--- config.mk ---
export PLATFORM = sky130hd
export DESIGN_NAME = omsp_spm_key_writer
export DESIGN_NICKNAME = d
export VERILOG_FILES = /design/src/rtl/omsp_spm_key_writer.sv
export SDC_FILE = /design/constraint.sdc
export NUM_CORES = 1
export LEC_CHECK = 0
export BUFFER_PORTS_ARGS = -buffer_cell sky130_fd_sc_hd__buf_2
export CELL_PAD_IN_SITES_DETAIL_PLACEMENT = 0
export CELL_PAD_IN_SITES_GLOBAL_PLACEMENT = 2
export CORE_ASPECT_RATIO = 2
export CORE_MARGIN = 2
export CORE_UTILIZATION = 29
export CTS_BUF_LIST = sky130_fd_sc_hd__clkbuf_4 sky130_fd_sc_hd__clkbuf_8
export DETAILED_ROUTE_END_ITERATION = 16
export HOLD_SLACK_MARGIN = 0.08
export PLACE_DENSITY = 0.83
export SLEW_MARGIN = 20
export SYNTH_ARGS = -nofsm -noshare
export SYNTH_HDL_FRONTEND = slang
export SYNTH_SLANG_ARGS = --single-unit
--- constraint.sdc ---
create_clock -name mclk -period 1.7 [get_ports mclk]
set_input_delay 0.085 -clock mclk [delete_from_list [all_inputs] [get_ports mclk]]
set_output_delay 0.085 -clock mclk [all_outputs]
set_load 0.05 [all_outputs]
--- src/rtl/omsp_spm_key_writer.sv ---
// rtl/omsp_spm_key_writer.sv - Sancus SPM key write sequencer with secure wipe on abort
// Streams N 16-bit key words into the SPM key port; abort overwrites all N slots with zero.
module omsp_spm_key_writer #(
  parameter int SECURITY     = 64,
  parameter int KEY_IDX_SIZE = 2
) (
  input  logic                    mclk,
  input  logic                    puc_rst,
  input  logic                    start,
  input  logic                    abort,
  input  logic [15:0]             word_in,
  input  logic                    word_valid,
  output logic                    word_ready,
  output logic                    write_key,
  output logic [15:0]             key_word,
  output logic [KEY_IDX_SIZE-1:0] key_idx,
  output logic                    busy,
  output logic                    done,
  output logic                    aborted
);

  localparam int N  = SECURITY / 16;
  localparam int CW = $clog2(N) + 1;
  localparam logic [CW-1:0] LAST = CW'(N - 1);

  typedef enum logic [1:0] {S_IDLE, S_LOAD, S_WIPE} state_t;

  state_t                  r_state;
  logic [CW-1:0]           r_cnt;
  logic [CW-1:0]           r_wcnt;
  logic                    r_write_key;
  logic [15:0]             r_key_word;
  logic [KEY_IDX_SIZE-1:0] r_key_idx;
  logic                    r_done;
  logic                    r_aborted;

  always_ff @(posedge mclk) begin
    if (puc_rst) begin
      r_state     <= S_IDLE;
      r_cnt       <= '0;
      r_wcnt      <= '0;
      r_write_key <= 1'b0;
      r_key_word  <= '0;
      r_key_idx   <= '0;
      r_done      <= 1'b0;
      r_aborted   <= 1'b0;
    end else begin
      // Write-port registers fall back to zero so no key data lingers on key_word.
      r_write_key <= 1'b0;
      r_key_word  <= '0;
      r_key_idx   <= '0;
      r_done      <= 1'b0;
      r_aborted   <= 1'b0;
      case (r_state)
        S_IDLE: begin
          if (start) begin
            r_state <= S_LOAD;
            r_cnt   <= '0;
          end
        end
        S_LOAD: begin
          if (abort) begin
            // The word offered alongside abort is dropped; slot 0 is wiped instead.
            r_write_key <= 1'b1;
            r_wcnt      <= CW'(1);
            if (LAST == '0) begin
              r_aborted <= 1'b1;
              r_state   <= S_IDLE;
            end else begin
              r_state <= S_WIPE;
            end
          end else if (word_valid) begin
            r_write_key <= 1'b1;
            r_key_word  <= word_in;
            r_key_idx   <= KEY_IDX_SIZE'(r_cnt);
            r_cnt       <= r_cnt + CW'(1);
            if (r_cnt == LAST) begin
              r_done  <= 1'b1;
              r_state <= S_IDLE;
            end
          end
        end
        S_WIPE: begin
          r_write_key <= 1'b1;
          r_key_idx   <= KEY_IDX_SIZE'(r_wcnt);
          r_wcnt      <= r_wcnt + CW'(1);
          if (r_wcnt == LAST) begin
            r_aborted <= 1'b1;
            r_state   <= S_IDLE;
          end
        end
        default: r_state <= S_IDLE;
      endcase
    end
  end

  assign word_ready = (r_state == S_LOAD);
  assign busy       = (r_state != S_IDLE);
  assign write_key  = r_write_key;
  assign key_word   = r_key_word;
  assign key_idx    = r_key_idx;
  assign done       = r_done;
  assign aborted    = r_aborted;

endmodule

**Word level (Yosys, flattened, before mapping)**

Cells that the tools add are included.

- Output and inout bits: 23
- Flip-flop bits (word level): 29
- Word-level logic and storage cells: 53
- Input bits: 21

- Add/sub/neg operators: 2
- Bitwise operators: 3
- Eq/ne operators: 11
- Reduce and logical (&&, ||, !) cells: 9
- Mux-type cells: 20

Operators by type and width:

| cell | count |
|---|---|
| two-way mux 2 bit | 7 |
| two-way mux 3 bit | 4 |
| case mux 3 bit (2 select lines) | 2 |
| != test 2 bit, second input constant | 5 |
| AND reduction 4 bit | 2 |
| adder 3 x 1 -> 3 bit, second input constant | 2 |
| == test 3 x 2 -> 1 bit, second input constant | 2 |
| case mux 2 bit (3 select lines) | 1 |
| nonzero test 2 bit | 3 |
| two-way mux 1 bit | 4 |
| case mux 2 bit (2 select lines) | 1 |
| OR reduction 4 bit | 1 |
| != test 3 x 2 -> 1 bit, second input constant | 1 |
| != test 3 bit, second input constant | 1 |
| inverter 1 bit | 3 |
| == test 2 x 1 -> 1 bit, second input constant | 1 |
| == test 2 bit, second input constant | 1 |
| zero test 2 bit | 1 |
| case mux 1 bit (2 select lines) | 1 |
| AND reduction 2 bit | 1 |
| OR reduction 2 bit | 1 |

**Depth between registers and ports, before layout**

- Depth in word-level cells: 5
- Gate-level depth with buffers: 7
- Depth with buffers taken out: 5

**Least setup slack after synthesis**

No wires, ideal clock.

- Path kind: register to register
- From: register r_state[1]
- To: register r_cnt[0]
- Library setup time: 0.116 ns
- Slack: -0.144 ns
- Data arrival time: 1.729 ns
- Cell stages (with the launch flop): 6
- Path buffers: 0
- Period minus slack after synthesis: 1.844 ns
- Data required time: 1.584 ns
- Cells stage by stage: dfxtp_1 -> inv_1 -> ha_1 -> mux2i_1 -> or3_4 -> a31o_1

- Word-level cells in the longest chain between the ends: 3
- Elaborated cells between the ends (all ways): 8
- Those cells by class: eq/ne: 4; mux: 1; reduce/logical: 3

RTL lines:

| what | line | text |
|---|---|---|
| start: declaration | 28 | `state_t r_state;` |
| start signal: assignment | 39 | `r_state <= S_IDLE;` |
| start signal: assignment | 57 | `r_state <= S_LOAD;` |
| start signal: assignment | 68 | `r_state <= S_IDLE;` |
| == test 2 x 1 -> 1 bit * | - |  |
| net word_ready | 13 | `output logic word_ready,` |
| != test 2 bit (no line) or nonzero test 2 bit (tied branches) | - |  |
| AND reduction 4 bit (no line) | - |  |
| end signal: assignment | 76 | `r_cnt <= r_cnt + CW'(1);` |
| end: declaration | 29 | `logic [CW-1:0] r_cnt;` |

The timed path passes the listed nets; every way through them passes the cells marked *.
A chain may end at the register's enable or synchronous reset.

**Worst setup path after layout**

- From: register r_state[1]
- To: register r_cnt[0]

- Word-level cells in the longest chain between the ends: 3
- Elaborated cells between the ends (all ways): 8
- Those cells by class: eq/ne: 4; mux: 1; reduce/logical: 3

RTL lines:

| what | line | text |
|---|---|---|
| == test 2 x 1 -> 1 bit or zero test 2 bit (tied branches) | 54 | `case (r_state)` |
| != test 2 bit (no line) or nonzero test 2 bit (tied branches) | - |  |
| AND reduction 4 bit (no line) | - |  |

Several ways; a longest one is shown, not always the timed one.

==> metrics.txt <==
Multi-input gate area=slightly below 500 sq um; count leader, synth=dfxtp_1; Yosys cell types=27; nets=roughly 200; post-DP HPWL=around 1900 microns; CTS buffer count=5; setup bufs post-CTS=0; Min-Delay Path Class=input pin to flop; yosys warns=0; Synth top cells by count=29 x dfxtp_1, 18 x and2_1, 10 x inv_1; kind of start point of the critical path=flop; mean area per synthesized cell=a little over 10 sq um; htree depth=2; endpoints failing hold=0; Setup CP Type=flop to flop; Core Area=~3600 sq um; Area Overhead vs Synth=47.3%; RSZ-0062 raised after global routing=false; crit-path max FO=5; Async SR Flop Fraction=0%; Overflow after GRT=0; Leakage=a little under 0.0008 uW; run status=finished clean; die height=91.6 microns; final core utilization=around 45%; post-synth top area share=52.1%; # fillers=approximately 380; Setup TNS=0 ns; Slew HR=between 70 and 80%; VDD IR-drop max=just over 0.0008 V; vias in the first global route=roughly 1.0k; crit path max-delay cell type=or3_4; Sink Count=29; Worst Max-Slew Pin Slew=0.410 ns; Initial DRC Count=12; antenna violations before repair=0; top post-synthesis cells by area=dfxtp_1 52%, and2_1 10%, ha_1 9.0%; Clock Skew=between 0.002 and 0.003 ns; Reg area=~580 sq um; PwrDens=roughly 1200 nW/um^2; number of I/O pins=44; clk root buf=clkbuf_8; Post-Synthesis Net Count=137; Initial Util=30.5%; CP Data Required Time=between 1.5 and 2 ns; Post-Syn Instances=approximately 110; GPL Wtd Cong=0.735; Post-synth top flop=dfxtp_1; # rows=31; Buffers on Ports=43; sequential fraction of the synthesis area=52.1%; clock latency on the worst-skew pair=0.27 ns; drt pass-1 iters=5; Remaining DRCs=0; via count=roughly 1000; Hold WS=~0.10 ns; Critical Path AT=approximately 1.8 ns; max incr delay on CP=just over 0.4 ns; final slew viol count=0; CTS tree=yes; Vias/cell=around 4.5; Max clock buf depth=2; final setup fails=0; Routed WL=between 2000 and 3000 microns; max_cap viols=0; Final period util=between 90% and 100%; DR WL/cell=11.7 microns; crit path cell chain=inv_1 > ha_1 > nor2b_1 > or3_4 > a31o_1; Fmax achieved=roughly 630 MHz; post-route minimum period=1.59 ns; post-detailed-route count of antenna-violating nets=0; EDFF count, synth=0; first-pass GRT wire length=3950 microns; CP Capture Type=flop; clock slew at reported path FFs=approximately 0.060 ns; die area=roughly 4400 sq um; Total GRT Usage=between 10% and 20%; maximum number of pins on one net before global-route repair=18; Synth Register Bits=29; die width=47.8 microns; Synth Cell Area=~1100 sq um; diodes inserted=0; largest area contributor in the netlist=dfxtp_1; share of cells above drive strength 1=33.9%; worst reg2reg setup slack=~0.11 ns
path summary, 6_finish.rpt:
kind / startpoint / end / cells past startpoint
hold reg to reg: r_state[1]$_SDFFE_PP0P_ / r_state[1]$_SDFFE_PP0P_ / 2
setup / recovery: r_state[1]$_SDFFE_PP0P_ / r_cnt[0]$_SDFFE_PP0P_ / 5
setup reg to reg: r_state[1]$_SDFFE_PP0P_ / r_cnt[0]$_SDFFE_PP0P_ / 5
hold / removal: puc_rst / r_wcnt[1]$_SDFFE_PP0P_ / 2
flip-flops by register name, indices dropped and copies added, names as in the netlist:
register / cells
key_word: 16
r_cnt: 3
r_wcnt: 3
key_idx: 2
r_state: 2
aborted: 1
done: 1
write_key: 1
what timing repair did:
item,4_1_cts,5_1_grt
gates resized for setup,0,1
hold endpoints to repair,16,0
endpoints found under the setup margin,0,1
hold buffers,16,0
final cells by class:
cell class	count	share of cell area (%)
Clock buffer	6	4.65
Clock inverter	2	0.610
Inverter	10	2.29
Multi-Input combinational cell	66	29.4
Sequential cell	29	35.5
Tap cell	49	3.74
Timing Repair Buffer	61	23.8
metrics by stage:
step | worst slack [ns] | instances | power [uW] | area, sq um
3_3_place_gp | 0.135 | 199 | 1420 | 1390
5_1_grt | 0.0170 | 223 | 2110 | 1640
4_1_cts | 0.0786 | 223 | 2000 | 1640
3_5_place_dp | 0.0878 | 199 | 1430 | 1390
6_report | 0.112 | 223 | 1980 | 1640
2_1_floorplan | 0.0744 | 108 | 1270 | 1120
report_power, final:
group          switching [uW]  internal (uW)  leakage, uW
sequential               37.7            736     0.000235
clock                     239            298    0.0000484
combinational             423            251     0.000495
total                     699           1290     0.000778
cells by family after synthesis:
family,count (synthesis),synth area share [%]
flip-flops,29,52.1
AO/OA/AOI/OAI,15,10.2
buffers and inverters,13,4.72
AND/OR/NAND/NOR,40,21.2
multiplexers,3,2.70
adder cells (fa/ha/maj),8,8.99
layer usage:
layer,vias up,wire length [microns],GRT usage [%]
li1,491,-,-
met2,57,1310,22.3
met3,7,262,3.94
met1,443,965,9.94
met5,-,0,0
met4,0,63,8.33
cell usage in the layout (no fill, tap or decap), types with 2 or more instances in the layout:
cell,Yosys,routed
buf_2,3,43
dfxtp_1,29,28
and2_1,18,18
dlygate4sd3_1,0,16
inv_1,10,10
nand2_1,8,8
ha_1,8,7
a21oi_1,5,5
clkbuf_8,0,5
mux2i_1,3,3
nor3_1,3,3
o21ai_0,3,3
o311ai_0,2,2
clkinv_2,0,2
buf_4,0,2
worst max-delay path: cells and delay by family (launching register included):
family	cells	cell delay, ns
simple gates	2	0.61
flops	1	0.36
fa+ha+maj	1	0.22
compound gates	1	0.22
buf+inv	1	0.09
Power figures use the tool's default switching activity.
